### src/rtl/serial_rx_pkg.sv
// Shared types and helpers for the serial-to-parallel receiver.
// Optional parity support is selected with the SERIAL_RX_PARITY_EN macro.
package serial_rx_pkg;

    typedef enum logic [1:0] {
        IDLE = 2'd0,
        RECV = 2'd1,
        PAR  = 2'd2
    } rx_state_t;

    // XOR over data plus parity bit must equal this value for a clean frame.
    localparam logic EVEN_PARITY = 1'b0;

    function automatic int cnt_w(input int width);
        return $clog2(width + 1);
    endfunction

endpackage

### src/rtl/serial_parallel_receiver_core.sv
// Shift register and bit counter for the serial receiver.
// o_word shows the register contents as they will be after this edge.
module rx_shift_core
    import serial_rx_pkg::*;
#(
    parameter int WIDTH     = 4,
    parameter bit MSB_FIRST = 1'b1
) (
    input  logic                    clk,
    input  logic                    rst_n,
    input  logic                    i_shift,
    input  logic                    i_start,
    input  logic                    i_serI,
    input  logic                    i_clear,
    output logic [WIDTH-1:0]        o_word,
    output logic [cnt_w(WIDTH)-1:0] o_count
);

    localparam int CW = cnt_w(WIDTH);

    logic [WIDTH-1:0] r_shift;
    logic [CW-1:0]    r_count;
    logic [WIDTH-1:0] w_base;
    logic [WIDTH-1:0] w_next;

    // A frame start discards whatever partial word was sitting in the register.
    assign w_base = i_start ? '0 : r_shift;

    if (MSB_FIRST) begin : g_msb
        assign w_next = {w_base[WIDTH-2:0], i_serI};
    end else begin : g_lsb
        assign w_next = {i_serI, w_base[WIDTH-1:1]};
    end

    assign o_word  = i_shift ? w_next : r_shift;
    assign o_count = r_count;

    always_ff @(posedge clk or negedge rst_n) begin
        if (!rst_n) begin
            r_shift <= '0;
            r_count <= '0;
        end else begin
            if (i_shift) begin
                r_shift <= w_next;
            end
            if (i_clear) begin
                r_count <= '0;
            end else if (i_start) begin
                r_count <= i_shift ? CW'(1) : '0;
            end else if (i_shift) begin
                r_count <= r_count + 1'b1;
            end
        end
    end

endmodule

### src/rtl/serial_parallel_receiver.sv
// Serial link receiver: frames WIDTH-bit words into a one-word holding register
// with Valid/Ready handshake and overrun flag. Parity via SERIAL_RX_PARITY_EN.
module serial_parallel_receiver
    import serial_rx_pkg::*;
#(
    parameter int WIDTH     = 4,
    parameter bit MSB_FIRST = 1'b1
) (
    input  logic             clk,
    input  logic             rst_n,
    input  logic             SerI,
    input  logic             Shift,
    input  logic             Start,
    output logic [WIDTH-1:0] Q,
    output logic             Valid,
    input  logic             Ready,
    output logic             Busy,
    output logic             Overrun,
    input  logic             ClrOvr,
    output logic             ParErr
);

    localparam int            CW   = cnt_w(WIDTH);
    localparam logic [CW-1:0] LAST = CW'(WIDTH - 1);

    rx_state_t        r_state;
    rx_state_t        w_nextState;
    logic             w_dataShift;
    logic             w_complete;
    logic             w_parErr;
    logic             w_drop;
    logic [WIDTH-1:0] w_word;
    logic [CW-1:0]    w_count;

    rx_shift_core #(
        .WIDTH    (WIDTH),
        .MSB_FIRST(MSB_FIRST)
    ) u_core (
        .clk    (clk),
        .rst_n  (rst_n),
        .i_shift(w_dataShift),
        .i_start(Start),
        .i_serI (SerI),
        .i_clear(w_complete),
        .o_word (w_word),
        .o_count(w_count)
    );

    always_ff @(posedge clk or negedge rst_n) begin
        if (!rst_n) begin
            r_state <= IDLE;
        end else begin
            r_state <= w_nextState;
        end
    end

    // Start overrides everything; data bits only count while a frame is open.
    always_comb begin
        w_nextState = r_state;
        w_complete  = 1'b0;
        w_parErr    = 1'b0;
        w_dataShift = Shift && (Start || (r_state == RECV));
        if (Start) begin
            w_nextState = RECV;
        end else begin
            case (r_state)
                RECV: begin
                    if (Shift && (w_count == LAST)) begin
`ifdef SERIAL_RX_PARITY_EN
                        w_nextState = PAR;
`else
                        w_nextState = IDLE;
                        w_complete  = 1'b1;
`endif
                    end
                end
`ifdef SERIAL_RX_PARITY_EN
                PAR: begin
                    if (Shift) begin
                        w_nextState = IDLE;
                        w_complete  = 1'b1;
                        w_parErr    = ((^w_word) ^ SerI) != EVEN_PARITY;
                    end
                end
`endif
                default: w_nextState = IDLE;
            endcase
        end
    end

    assign w_drop = w_complete && Valid && !Ready;
    assign Busy   = (r_state != IDLE);

    // A word arriving while the previous one is still unread is thrown away.
    always_ff @(posedge clk or negedge rst_n) begin
        if (!rst_n) begin
            Q       <= '0;
            Valid   <= 1'b0;
            ParErr  <= 1'b0;
            Overrun <= 1'b0;
        end else begin
            if (w_drop) begin
                Overrun <= 1'b1;
            end else if (ClrOvr) begin
                Overrun <= 1'b0;
            end
            if (w_complete && !w_drop) begin
                Q      <= w_word;
                Valid  <= 1'b1;
                ParErr <= w_parErr;
            end else if (Valid && Ready) begin
                Valid  <= 1'b0;
                ParErr <= 1'b0;
            end
        end
    end

endmodule

### config.mk
export PLATFORM = sky130hd
export DESIGN_NAME = serial_parallel_receiver
export DESIGN_NICKNAME = d
export VERILOG_FILES = /design/src/rtl/serial_rx_pkg.sv /design/src/rtl/serial_parallel_receiver_core.sv /design/src/rtl/serial_parallel_receiver.sv
export SDC_FILE = /design/constraint.sdc
export NUM_CORES = 1
export LEC_CHECK = 0
export BUFFER_PORTS_ARGS = -buffer_cell sky130_fd_sc_hd__buf_4
export CAP_MARGIN = 20
export CORE_MARGIN = 2
export CORE_UTILIZATION = 51
export DETAILED_ROUTE_END_ITERATION = 16
export PLACE_DENSITY = 0.84
export SLEW_MARGIN = 20
export SYNTH_ARGS = -nofsm -noshare
export SYNTH_HDL_FRONTEND = slang
export SYNTH_SLANG_ARGS = --single-unit
export TNS_END_PERCENT = 20
### constraint.sdc
create_clock -name clk -period 1.8 [get_ports clk]
set_input_delay 0.09 -clock clk [delete_from_list [all_inputs] [get_ports clk]]
set_output_delay 0.09 -clock clk [all_outputs]
set_load 0.01 [all_outputs]
==> results.py, run 1 <==
metrics = {
    "run_status": {
        "status": "finished, final reports clean",
    },
    "cells_and_area": {
        "post-route-util_pct": 65.04,
        "final_nets": 90,
        "fillers": 104,
        "drive_gt1_share_pct": 26.25,
        "syn_to_final_growth_pct": 19.50,
        "final_cells": 95,
        "antenna_cells": 0,
        "final_cell_area_um2": 835.8,
    },
    "die": {
        "initial_core_util_pct": 54.43,
        "fp-row-count": 13,
        "core_area_mm2": 0.001285,
        "die_w_um": 41.03,
        "pin_count": 15,
        "dieArea_mm2": 0.001683,
        "die_h_um": 41.03,
    },
    "synthesis": {
        "synth_flop_cell": "dfrtp_1",
        "synth_most_common_cell": "dfrtp_1",
        "ys_seq_area_share_pct": 50.09,
        "avgSynthCellArea_um2": 10.60,
        "synth_edf_count": 0,
        "synth_warnings": 0,
        "ys_types": 23,
        "ys_seq_elements": 14,
        "syn-num-nets": 75,
        "syn_area_um2": 699.4,
        "synthTopCellsByCount": "14 x dfrtp_1, 8 x inv_1, 5 x nand2_1",
        "async_flop_share_pct": 100.0,
        "yosysTopAreaCellShare_pct": 50.09,
        "syn_inst": 66,
        "synth_area_leaders": "dfrtp_1 50%, mux2i_1 5.7%, a21o_1 4.3%",
        "yosys.area.top_type": "dfrtp_1",
    },
    "detailed_routing": {
        "route.detailed.drc": 0,
        "num_vias": 474,
        "viasPerCell": 4.989,
        "wl_per_cell_um": 12.31,
        "first_iter_violations": 12,
        "antenna_left": 0,
        "first_pass_iters": 4,
        "finalWirelength_um": 1169,
    },
    "sta": {
        "min_period_over_period_pct": 89.29,
        "rsz0062_at_grt": "false",
        "period_needed_ns": 1.607,
        "clock.fmax_mhz": 622.2,
        "skew_ns": 0.007384,
        "fin_ws_ns": 0.1927,
        "finalSetupTns_ns": 0,
        "setup_viol": 0,
        "hold_violations": 0,
        "drv_slew": 0,
        "holdWs_ns": 0.001736,
    },
    "cts": {
        "cts.sinks": 14,
        "cts.path.max_buffers": 2,
        "htree_levels": 1,
        "cts_buffers": 3,
        "clkTransAtPathRegs_ns": 0.09,
        "clock_latency_ns": 0.27,
        "clk_root_buffer_cell": "clkbuf_4",
        "cts_tree": "done",
    },
    "worst_setup_path": {
        "startpoint_type": "flip-flop",
        "crit_fanout": 5,
        "critPathKind": "flip-flop to flip-flop",
        "worst_setup_path_end_kind": "flip-flop",
        "required_ns": 1.99,
        "critical_path_arrival_ns": 1.80,
    },
    "global_routing": {
        "gr-total-overflow": 0,
        "grt_pass1_wl_um": 1725,
        "grt_start_max_net_pins": 15,
        "grt_pass1_vias": 388,
        "antenna_found_initial": 0,
        "gr-usage-all-layers_pct": 15.79,
    },
    "placed_design": {
        "place_congestion": 0.6851,
        "placed_area_um2": 789.5,
        "preCtsSetupSlack_ns": 0.2104,
        "dp_hpwl_um": 801.7,
        "dp_cells": 90,
        "io_buffers": 13,
    },
    "pwr": {
        "powerDensity_mw_per_mm2": 984.0,
        "leakagePower_nw": 0.4001,
        "max-vdd-ir-drop_v": 0.0006028,
        "power_uw": 822.4,
    },
    "min_path": {
        "hold_path.class": "primary input to flip-flop",
    },
    "run": {
        "max_cap_viol_count": 0,
    },
}
## layout by cell type, fill, tap and decap left out, types with 2 or more instances in the layout
| master | netlist | final |
|---|---|---|
| a21o_1 | 4 | 4 |
| clkbuf_4 | 0 | 3 |
| mux2i_1 | 4 | 4 |
| ha_1 | 2 | 2 |
| dfrtp_1 | 14 | 14 |
| mux2_4 | 2 | 2 |
| nand2_1 | 5 | 5 |
| nand2b_1 | 4 | 4 |
| nand3_1 | 3 | 3 |
| buf_4 | 1 | 14 |
| o21ai_0 | 4 | 4 |
| nor2_1 | 2 | 2 |
| inv_1 | 8 | 8 |
## worst max-delay path, cell delays in order (launching register included)
cell      delay, ns
dfrtp_1        0.38
ha_1           0.17
ha_1           0.27
nand4b_4       0.13
nor2b_1        0.22
buf_4          0.18
mux2i_1        0.18
## repair_timing
item / CTS / global route
endpoints found under the hold margin: 14 / 0
buffers inserted: 0 / 0
hold buffers: 1 / 0
resized for setup: 0 / 0
## metal layers
metal | vias to the layer above | track usage (%) | wire, um
met4 | 0 | 5.000 | 0
met1 | 213 | 24.48 | 631
met2 | 15 | 21.48 | 471
met5 | - | 0 | 0
met3 | 0 | 3.261 | 66
li1 | 246 | - | -
## path summary, 6_finish.rpt
kind / from / end / slack [ns] / cells past startpoint
min in group asynchronous: rst_n / u_core.o_count[0] / 0.19 / 2
worst max-delay path: u_core.o_count[0] / Q[2] / 0.19 / 6
max in group asynchronous: rst_n / u_core.r_shift[3] / 1.44 / 2
worst min-delay path: ClrOvr / Overrun / 0.002 / 2
worst max register to register: u_core.o_count[0] / Q[2] / 0.19 / 6
worst min register to register: Q[2] / Q[2] / 0.53 / 2
## where the power goes
part | leakage [nW] | total (mW) | internal [mW] | switching, mW
sequential | 0.175 | 0.405 | 0.369 | 0.0353
clock | 0.0210 | 0.219 | 0.123 | 0.0964
combinational | 0.204 | 0.199 | 0.109 | 0.0897
## cell type report
cell class                      instances  area, um^2  share of cell area [%]
Clock buffer                            4       36.28                   4.341
Sequential cell                        14       350.3                   41.92
Timing Repair Buffer                   15       115.1                   13.77
Inverter                                8       30.03                   3.593
Tap cell                               15       18.77                   2.246
Multi-Input combinational cell         39       285.3                   34.13
## kinds of logic (layout without fill, tap and decap cells)
group | after synthesis | count (layout) | synth area share, %
other cells | 1 | 1 | 0.5362
fa+ha+maj | 2 | 2 | 3.577
simple gates | 19 | 19 | 17.17
buf+inv | 13 | 27 | 9.123
mux | 6 | 6 | 10.02
flops | 14 | 14 | 50.09
compound gates | 11 | 11 | 9.481
## sequential cells by signal, indices dropped and copies added, names as in the netlist
name            flops
u_core.o_count      3
Overrun             1
Valid               1
Q                   4
u_core.r_shift      4
r_state             1
Note: power is estimated with default switching activity, not from simulation.
==> run 2: changes to the inputs <==
--- a/config.mk
+++ b/config.mk
@@ -6,13 +6,14 @@
 export NUM_CORES = 1
 export LEC_CHECK = 0
 export BUFFER_PORTS_ARGS = -buffer_cell sky130_fd_sc_hd__buf_4
-export CAP_MARGIN = 20
+export CAP_MARGIN = 15
 export CORE_MARGIN = 2
-export CORE_UTILIZATION = 51
+export CORE_UTILIZATION = 50
 export DETAILED_ROUTE_END_ITERATION = 16
 export PLACE_DENSITY = 0.84
 export SLEW_MARGIN = 20
 export SYNTH_ARGS = -nofsm -noshare
 export SYNTH_HDL_FRONTEND = slang
+export SYNTH_HIERARCHICAL = 1
 export SYNTH_SLANG_ARGS = --single-unit
 export TNS_END_PERCENT = 20
==> run 2 against run 1 <==
Compared with the run above: final cell count fell by 14%; design area shrank 2.8%; routed wire length shrank 12%; critical endpoint is now Q[0].
==> results.py, run 2 <==
metrics = {
    "pwr": {
        "max-vdd-ir-drop_v": 0.0005366,
        "powerDensity_mw_per_mm2": 975.5,
        "power_uw": 792.1,
        "leakagePower_nw": 0.4196,
    },
    "global_routing": {
        "antenna_found_initial": 0,
        "grt_pass1_wl_um": 1545,
        "grt_pass1_vias": 368,
        "gr-usage-all-layers_pct": 15.52,
        "grt_start_max_net_pins": 15,
        "gr-total-overflow": 0,
    },
    "worst_setup_path": {
        "critical_path_arrival_ns": 1.69,
        "ff2ff_setup_slack_ns": 0.28,
        "r2r-end": "Q[0]",
        "critPathKind": "flip-flop to flip-flop",
        "startpoint_type": "flip-flop",
        "required_ns": 1.97,
        "regToRegStartpoint": "r_state[0]",
        "crit_fanout": 10,
        "worst_setup_path_end_kind": "flip-flop",
        "reg2reg_depth": 3,
    },
    "cells_and_area": {
        "final_cells": 82,
        "syn_to_final_growth_pct": 23.38,
        "final_nets": 76,
        "antenna_cells": 0,
        "final_common_cell": "dfrtp_1",
        "drive_gt1_share_pct": 40.30,
        "final_cell_area_um2": 812.0,
        "fillers": 111,
        "mostFrequentLayoutCells": "14 x dfrtp_1, 13 x buf_4, 5 x inv_1, 5 x mux2_4",
    },
    "die": {
        "die_h_um": 40.28,
        "initial_core_util_pct": 51.87,
        "core_area_mm2": 0.001269,
        "pin_count": 15,
        "die_w_um": 40.28,
        "fp-row-count": 13,
        "dieArea_mm2": 0.001622,
    },
    "min_path": {
        "hold_path.class": "primary input to flip-flop",
        "hold_start": "Start",
        "holdPathStages": 2,
        "whs_endpoint": "u_core/o_count[2]",
    },
    "cts": {
        "cts.sinks": 14,
        "cts_buffers": 3,
        "clk_root_buffer_cell": "clkbuf_4",
        "cts_tree": "done",
        "clock_latency_ns": 0.28,
        "htree_levels": 1,
        "clkTransAtPathRegs_ns": 0.09,
        "cts.path.max_buffers": 2,
    },
    "sta": {
        "min_period_over_period_pct": 84.28,
        "drv_slew": 0,
        "period_needed_ns": 1.517,
        "fin_ws_ns": 0.2829,
        "clock.fmax_mhz": 659.2,
        "skew_ns": 0.006860,
        "rsz0062_at_grt": "false",
        "finalSetupTns_ns": 0,
        "setup_viol": 0,
        "hold_violations": 0,
    },
    "synthesis": {
        "synthTopCellsByCount": "14 x dfrtp_1, 5 x inv_1, 5 x mux2_4",
        "ys_types": 25,
        "async_flop_share_pct": 100.0,
        "ys_seq_area_share_pct": 53.23,
        "synth_flop_cell": "dfrtp_1",
        "syn_inst": 50,
        "synth_edf_count": 0,
        "syn-num-nets": 58,
        "synth_area_leaders": "dfrtp_1 53%, mux2_4 11%, nand4b_4 3.6%",
        "ys_seq_elements": 14,
        "synth_most_common_cell": "dfrtp_1",
        "yosysTopAreaCellShare_pct": 53.23,
        "synth_warnings": 6,
        "yosys.area.top_type": "dfrtp_1",
        "syn_area_um2": 658.1,
        "avgSynthCellArea_um2": 13.16,
    },
    "detailed_routing": {
        "viasPerCell": 4.890,
        "finalWirelength_um": 1034,
        "route.detailed.drc": 0,
        "first_pass_iters": 2,
        "num_vias": 401,
        "antenna_left": 0,
        "first_iter_violations": 3,
        "wl_per_cell_um": 12.61,
    },
    "placed_design": {
        "dp_hpwl_um": 718,
        "place_congestion": 0.7330,
        "preCtsSetupSlack_ns": 0.2767,
        "io_buffers": 13,
        "dp_cells": 76,
        "placed_area_um2": 755.7,
    },
    "run_status": {
        "status": "finished, final reports clean",
    },
    "run": {
        "max_cap_viol_count": 0,
    },
}
## run 2: cell types whose count changed in the layout (fill, tap and decap cells not counted), sizes merged, moves of 3 or more
cell	delta
mux2	+3
o21ai	-4
nand3	-3
inv	-3
a21o	-3
mux2i	-3
nand2b	-3
## run 2: per-stage QoR
step,util [%],hold WS [ns]
6_report,64.00,0.04956
5_1_grt,64.00,0.04160
4_1_cts,64.00,0.03904
3_5_place_dp,59.57,-0.05176
3_3_place_gp,59.57,-0.05341
2_1_floorplan,-,-0.2056
## run 2: how the worst max path moves through the flow
stage / startpoint / to / slack (ns) / cells past startpoint
finish: r_state[0] / Q[0] / 0.28 / 3
global route: r_state[0] / Q[0] / 0.23 / 3
CTS: r_state[0] / Q[0] / 0.28 / 3
detailed placement: r_state[0] / Q[0] / 0.28 / 3
global placement: r_state[0] / Q[0] / 0.32 / 3
floorplan: r_state[0] / Q[0] / 0.38 / 4
## run 2: worst max-delay path: stages (launching register included)
cell and delay, ns:
dfrtp_1 0.40, o21a_1 0.42, mux2_4 0.35, mux2_4 0.25
## run 2: area by class of cell
| class | count | area, um^2 | area share, % |
|---|---|---|---|
| clock buffer | 4 | 36.28 | 4.468 |
| inverter | 5 | 18.77 | 2.311 |
| multi-input combinational | 29 | 270.3 | 33.28 |
| sequential | 14 | 350.3 | 43.14 |
| tap | 15 | 18.77 | 2.311 |
| timing repair buffer | 15 | 117.6 | 14.48 |
## run 2: kinds of logic (layout without fill, tap and decap cells)
group / after synthesis / after routing / share of synthesized area [%]
AND/OR/NAND/NOR: 13 / 13 / 17.11
other: 1 / 1 / 0.5698
multiplexers: 6 / 6 / 12.93
flip-flops: 14 / 14 / 53.23
buffers and inverters: 7 / 24 / 5.704
AO/OA/AOI/OAI: 6 / 6 / 5.894
XOR/XNOR: 2 / 2 / 2.662
adder cells (fa/ha/maj): 1 / 1 / 1.901
## run 2: power by group
group	internal, mW	switching (mW)
Clock	0.123	0.0992
Sequential	0.359	0.0331
Combinational	0.108	0.0698
## run 2: timing repair
action	in CTS	in global routing
hold buffers	2	0
hold endpoints to repair	15	0
resized for setup	0	0
setup buffers	0	0
## run 2: metal layers
metal | up-vias | wire length (um) | GRT usage, % | share of wire, %
li1 | 203 | - | - | -
met1 | 186 | 477 | 18.25 | 46
met2 | 10 | 500 | 25.40 | 48
met3 | 2 | 50 | 3.333 | 4.8
met4 | 0 | 5 | 10.00 | 0.48
met5 | - | 0 | 0 | 0
